**src/rtl/inst_queue.sv**
```systemverilog
// Instruction queue between IF and ID: circular FIFO of fetched instructions with predictor info.
// Latency: an entry pushed in cycle N reaches the outputs in cycle N+1 (FWFT). With
//   INST_QUEUE_BYPASS_EN defined, a push into an empty queue shows on the outputs in the same cycle.
// Backpressure: full stops pushes (registered occupancy); stall_next_stage holds the head entry.
// Optional feature macro: INST_QUEUE_BYPASS_EN (empty-queue same-cycle bypass).

`ifndef ADDR_BUS
`define ADDR_BUS 31:0
`endif
`ifndef INST_BUS
`define INST_BUS 31:0
`endif
`ifndef GHR_BUS
`define GHR_BUS 7:0
`endif

module inst_queue #(
  parameter int DEPTH = 8
) (
  input  logic                     clk,
  input  logic                     rst,
  input  logic                     flush,
  input  logic                     stall_next_stage,
  input  logic                     write_en,
  input  logic [`ADDR_BUS]         pc_in,
  input  logic [`INST_BUS]         inst_in,
  input  logic                     is_branch_taken_in,
  input  logic [`GHR_BUS]          pht_index_in,
  output logic                     full,
  output logic                     valid_out,
  output logic [`ADDR_BUS]         pc_out,
  output logic [`INST_BUS]         inst_out,
  output logic                     is_branch_taken_out,
  output logic [`GHR_BUS]          pht_index_out,
  output logic [$clog2(DEPTH):0]   count
);

  localparam int              AW       = $clog2(DEPTH);
  localparam logic [AW:0]     FULL_CNT = (AW+1)'(DEPTH);
  localparam logic [AW-1:0]   PTR_ONE  = AW'(1);

  // One queued instruction together with its branch-prediction side data.
  typedef struct packed {
    logic [`ADDR_BUS] pc;
    logic [`INST_BUS] inst;
    logic             br_taken;
    logic [`GHR_BUS]  pht_idx;
  } entry_t;

  entry_t          r_mem [DEPTH];
  logic [AW-1:0]   r_head;
  logic [AW-1:0]   r_tail;
  logic [AW:0]     r_count;

  entry_t          w_in;
  entry_t          w_out;
  logic            w_empty;
  logic            w_full;
  logic            w_push;
  logic            w_pop;

  assign w_in.pc       = pc_in;
  assign w_in.inst     = inst_in;
  assign w_in.br_taken = is_branch_taken_in;
  assign w_in.pht_idx  = pht_index_in;

  // Full/empty come from the registered occupancy only, so a pop in the same
  // cycle never makes room for a push.
  assign w_empty = (r_count == '0);
  assign w_full  = (r_count == FULL_CNT);

  // Push/pop decisions and the head-entry presentation (zeros when empty = NOP bubble).
  always_comb begin
    w_push    = write_en && !w_full;
    w_pop     = !w_empty && !stall_next_stage;
    valid_out = !w_empty;
    w_out     = w_empty ? '0 : r_mem[r_head];
`ifdef INST_QUEUE_BYPASS_EN
    // Empty queue: hand the incoming entry straight to ID. If ID takes it this
    // cycle it is never stored; if ID stalls it is stored as a normal push.
    if (w_empty && !flush && write_en) begin
      valid_out = 1'b1;
      w_out     = w_in;
      if (!stall_next_stage) begin
        w_push = 1'b0;
      end
    end
`endif
  end

  // Pointer and occupancy state; flush wins over push/pop and re-aligns both pointers.
  always_ff @(posedge clk or posedge rst) begin
    if (rst) begin
      r_head  <= '0;
      r_tail  <= '0;
      r_count <= '0;
    end else if (flush) begin
      r_head  <= '0;
      r_tail  <= '0;
      r_count <= '0;
    end else begin
      if (w_push) begin
        r_tail <= r_tail + PTR_ONE;
      end
      if (w_pop) begin
        r_head <= r_head + PTR_ONE;
      end
      case ({w_push, w_pop})
        2'b10:   r_count <= r_count + 1'b1;
        2'b01:   r_count <= r_count - 1'b1;
        default: r_count <= r_count;
      endcase
    end
  end

  // Entry storage; contents are not reset since occupancy gates every read.
  always_ff @(posedge clk) begin
    if (w_push && !flush) begin
      r_mem[r_tail] <= w_in;
    end
  end

  assign full                = w_full;
  assign count               = r_count;
  assign pc_out              = w_out.pc;
  assign inst_out            = w_out.inst;
  assign is_branch_taken_out = w_out.br_taken;
  assign pht_index_out       = w_out.pht_idx;

endmodule

```
**config.mk**
```make
export PLATFORM = sky130hd
export DESIGN_NAME = inst_queue
export DESIGN_NICKNAME = d
export VERILOG_FILES = /design/src/rtl/inst_queue.sv
export SDC_FILE = /design/constraint.sdc
export NUM_CORES = 1
export LEC_CHECK = 0
export CORE_MARGIN = 4
export CORE_UTILIZATION = 39
export DETAILED_ROUTE_END_ITERATION = 8
export PLACE_DENSITY = 0.54
export SLEW_MARGIN = 10
export SYNTH_ARGS = -nofsm -noshare
export SYNTH_HDL_FRONTEND = slang
export SYNTH_SLANG_ARGS = --single-unit
```
**constraint.sdc**
```tcl
create_clock -name clk -period 9.5 [get_ports clk]
set_input_delay 2.375 -clock clk [delete_from_list [all_inputs] [get_ports clk]]
set_output_delay 2.375 -clock clk [all_outputs]
set_load 0.005 [all_outputs]
```
### Word-level counts from Yosys, hierarchy flattened

Memories as Yosys holds them, arrays and structs flattened.
Index checks and enable logic that the tools add are counted.

* add/subtract/negate cells: 4
* multiply operators: 0
* divide/modulo/power cells: 0
* $lt $le $gt $ge: 0
* equality and inequality tests: 3
* shifts and indexed selects: 0
* multiplexer cells: 9
* bitwise logic cells: 0
* reduce and logical (&&, ||, !) cells: 11

Operator list (count)
* 2-to-1 mux 73 bit: 1
* 2-to-1 mux 3 bit: 4
* one-hot mux 4 bit (2 select lines): 1
* adder 3 x 1 -> 3 bit (second input constant): 2
* adder 4 x 1 -> 4 bit (second input constant): 1
* == test 4 bit (second input constant): 1
* zero test 1 bit: 4
* zero test 4 bit: 1
* 2-to-1 mux 4 bit: 1
* nonzero test 2 bit: 2
* subtractor 4 x 1 -> 4 bit (second input constant): 1
* logical AND 1 bit: 3
* nonzero test 3 bit: 1
* == test 2 x 1 -> 1 bit (second input constant): 1
* == test 2 bit (second input constant): 1
* 2-to-1 mux 1 bit: 2

* register bits after elaboration: 10
* bits in latches: 0
* memory bits (writable): 584
* ROM bits: 0
* input bits: 78
* output and inout port bits: 79
* logic and storage cells: 31
* memories: 1

Memories
* r_mem: words 8, bits a word 73, read ports 1, clocked after memory_dff 0, wr ports 1, RTL line 50 `entry_t r_mem [DEPTH];`

### Depth between registers and ports, before layout

* word-level depth: 6
* gate-level depth with buffers: 8
* gate-level depth less buffers: 7

### Worst setup path after synthesis

OpenSTA, ideal clock, no wires.

* path type: input to register
* from: in write_en
* to: mem r_mem[0][0] in the netlist's numbering (enable)
* library setup time: 0.594 ns
* arrival: 8.073 ns
* data required time: 8.906 ns
* setup slack: 0.833 ns
* stages: 5
* buffers on the path: 1
* cells stage by stage: buf_1 > inv_1 > nor3_1 > nand2b_1 > nor3_1

* longest elaborated chain between the ends: 4

Ends and longest elaborated chain
* start, declared: RTL line 24 `input logic write_en,`
* logical AND 1 bit: RTL line 74 `w_push = write_en && !w_full;`
* logical AND 1 bit: RTL line 118 `if (w_push && !flush) begin`
* 2-to-1 mux 1 bit: RTL line 118
* 2-to-1 mux 1 bit (implied by the code): RTL line 119 `r_mem[r_tail] <= w_in;`
* end, declared: RTL line 50

No other way between the ends.

### Worst setup path after layout

* from: reg r_head[0]
* to: out pc_out[12]

* longest elaborated chain between the ends: 2

Ends and longest elaborated chain
* start, declared: RTL line 51 `logic [AW-1:0] r_head;`
* start signal, assigned: RTL line 106 `r_head <= r_head + PTR_ONE;`
* memory (8 x 73 bit)
* 2-to-1 mux 73 bit: RTL line 77 `w_out = w_empty ? '0 : r_mem[r_head];`
* end, declared: RTL line 31 `` output logic [`ADDR_BUS] pc_out, ``

No other way between the ends.

==> metrics.md <==
| Metric | Value |
|---|---|
| Critical path launch point type | `register` |
| Layout cells sized above 1 | `0.215` |
| Multi-input gate area | `0.00477 mm2` |
| Main synth FF type | `edfxtp_1` |
| Hpwl dp | `25,600 um` |
| Placed Area | `0.0253 mm2` |
| Pre-CTS setup slack | `3.52 ns` |
| RSZ-0062 raised after global routing | `no` |
| Delay-heaviest family, CP | `buffers and inverters` |
| Antenna-violating nets left | `0` |
| Hold Vio Cnt, Final | `0` |
| Skew final | `0.0157 ns` |
| Setup WS post-layout | `3.21 ns` |
| Die area | `0.0622 mm2` |
| Sw frac | `0.255` |
| Area Overhead vs Synth | `20.2%` |
| Max_slew headroom | `0.234` |
| Die height | `between 200 and 250 um` |
| Clk sinks | `594` |
| CP max stage delay | `1.12 ns` |
| EDFF count, synth | `a little under 600` |
| Switch Pwr | `1.82 mW` |
| Total GRT Usage | `0.155` |
| # hold bufs at CTS | `0` |
| Worst slew pin tran | `1.15 ns` |
| Vias in the first global route | `11,300` |
| VDD IR-drop max | `0.189 mV` |
| Setup bufs post-CTS | `0` |
| Syn_nets | `1,087` |
| Cell Chain, Critical Path | `buf_4, mux4_2, mux2i_1, nor2_1, clkdlybuf4s50_1` |
| Yosys reg bits | `594` |
| Library cells used by synthesis | `33` |
| Gpl congestion | `0.708` |
| Clk pwr share | `0.340` |
| Yosys warnings | `0` |
| Pin count of the biggest net entering global routing | `93` |
| CTS H-tree lvls | `3` |
| Max Fclk | `159 MHz` |
| Final core occ | `0.474` |
| Setup violations, final | `0` |
| Combinational Power Share | `0.227` |
| P_int | `5.31 mW` |
| Fin crit share | `0.662` |
| Critical path type | `reg -> out` |
| Post-Synthesis Cells | `1,005` |
| Post-CTS Resized | `0` |
| Starting Density | `0.394` |
| Design area | `roughly 0.027 mm2` |
| Share of power burned in registers | `0.433` |
| Post-route setup TNS | `0 ns` |
| Drt drc | `0` |
| Pwr/cell area | `between 200 and 300 mW/mm2` |
| Slew Limit Fails | `0` |
| Async SR Flop Fraction | `0.0168` |
| Pleak | `8.29 nW` |
| Filler cell count | `4,814` |
| Clock tree buffer depth | `3` |
| NumNets Final | `between 1,000 and 1,500` |
| Avg Vias per Cell | `5.15` |
| Element type at the critical path end | `primary output` |
| Clock Latency Late Sink | `0.58 ns` |
| Drt first-iter violations | `~620` |
| Initial antenna violation count | `5` |
| Synth Cell Area | `roughly 0.023 mm2` |
| Core area | `0.0577 mm2` |
| Maxcap violations | `0` |
| Drt first pass iters | `5` |
| Core Rows | `around 90` |
| Avg Cell Area, Syn | `22.6 um2` |
| Critical path arrival | `3.92 ns` |
| Num CTS Buffers | `between 60 and 70` |
| Global route overflow | `0` |
| Routed WL | `47,600 um` |
| Vias post-DR | `10,400` |
| CTS clk-pin slew, worst paths | `0.06 ns` |
| TritonCTS clock tree | `done` |
| Register Area | `0.0178 mm2` |
| CP max stage cell | `dfrtp_4` |
| First-pass GRT wire length | `roughly 73,000 um` |
| Status | `finished clean` |
| Die X | `249 um` |
| HP Class | `reg -> reg` |
| Sequential fraction of the synthesis area | `0.783` |
| Port Buffer Count | `156` |
| Final min period | `6.29 ns` |
| Avg WL per Cell | `roughly 24 um` |
| Data required time of the worst path | `7.13 ns` |
| Crit path max fanout | `47` |
| Ports | `approximately 160` |
| CTS Root Cell | `clkbuf_16` |
| Buf/Inv on CP | `2` |
[worst paths after layout]
check | slack [ns] | startpoint | depth (start not counted) | to
max | 3.21 | r_head[0] | 5 | pc_out[12]
min in group asynchronous | 2.08 | rst | 2 | count[1]
min | 0.63 | r_tail[0] | 2 | r_tail[0]
max reg2reg | 5.90 | count[1] | 6 | r_mem[2][51]
max in group asynchronous | 7.09 | rst | 2 | r_head[0]
min reg2reg | 0.63 | r_tail[0] | 2 | r_tail[0]
[registers in the layout, summed over array words and instances (netlist names)]
| name | count |
|---|---|
| r_mem | 584 |
| count | 4 |
| r_head | 3 |
| r_tail | 3 |
[cell type report]
class	count	area share
Clock buffer	87	0.0649
Inverter	5	0.000687
Antenna cell	3	0.000275
Timing Repair Buffer	172	0.0625
Sequential cell	594	0.651
Multi-Input combinational cell	354	0.175
Clock inverter	31	0.0105
Tap cell	765	0.0350
[cell families (layout without fill, tap and decap cells)]
kind of cell / count (synthesis) / in the layout / synth area share
multiplexers: 220 / 220 / 0.177
flip-flops: 594 / 594 / 0.783
AND/OR/NAND/NOR: 109 / 109 / 0.0201
AO/OA/AOI/OAI: 16 / 16 / 0.00534
adder cells (fa/ha/maj): 4 / 4 / 0.00220
buffers and inverters: 57 / 295 / 0.0102
other: 0 / 3 / 0
XOR/XNOR: 5 / 5 / 0.00193
[worst register-to-register path: cells and delay by family (launching register included)]
family | cells | cell delay (ns)
and+or+nand+nor | 4 | 1.78
DFF | 1 | 0.53
buffers and inverters | 2 | 0.90
[cell usage after synthesis (2+ instances only)]
cell	count	area share
o21a_1	2	0.00066
buf_1	14	0.0023
mux2i_1	73	0.032
o211ai_1	2	0.00066
mux4_2	146	0.14
buf_2	15	0.0033
a21oi_1	4	0.00088
nand2_1	5	0.00083
edfxtp_1	584	0.77
xor2_1	4	0.0015
nand3b_1	2	0.00066
o21ai_0	3	0.00066
inv_1	4	0.00066
nor3_1	5	0.0011
clkbuf_1	23	0.0038
nand2b_1	3	0.00083
nor2_1	86	0.014
dfrtp_1	10	0.011
nand3_1	3	0.00066
ha_1	4	0.0022
[stage by stage]
| stage | power (mW) | hold slack, ns | cells |
|---|---|---|---|
| after floorplan | 4.03 | 0.544 | 1005 |
| after global placement | 4.82 | 0.607 | 1890 |
| after detailed placement | 4.82 | 0.620 | 1890 |
| after CTS | 7.27 | 0.631 | 2008 |
| after global routing | 7.50 | 0.647 | 2008 |
| final | 7.12 | 0.631 | 2011 |
[per-layer routing]
metal	global-route usage	wire length, um	vias up
li1	-	-	4565
met1	0.210	20800	5492
met2	0.258	23900	233
met3	0.0355	2220	67
met4	0.0339	665	4
met5	0	24	-
[power by group through the flow]
stage / Sequential, mW / Clock, mW / Combinational, mW
2_1_floorplan: 3.06 / 0 / 0.967
5_1_grt: 3.10 / 2.61 / 1.79
3_3_place_gp: 3.14 / 0 / 1.68
3_5_place_dp: 3.14 / 0 / 1.68
4_1_cts: 3.09 / 2.49 / 1.69
6_report: 3.08 / 2.42 / 1.62
[placed cells by master, fill, tap and decap left out, types with 6 or more instances in the layout]
cell type and instances:
nor2_4 6, clkdlybuf4s50_1 156, mux4_2 146, clkbuf_16 68
nor2_1 80, mux2i_1 73, clkbuf_1 19, clkinv_2 8
buf_4 14, edfxtp_1 584, clkinv_1 11, dfrtp_1 7
No activity file was read; power rests on OpenSTA's default activity.
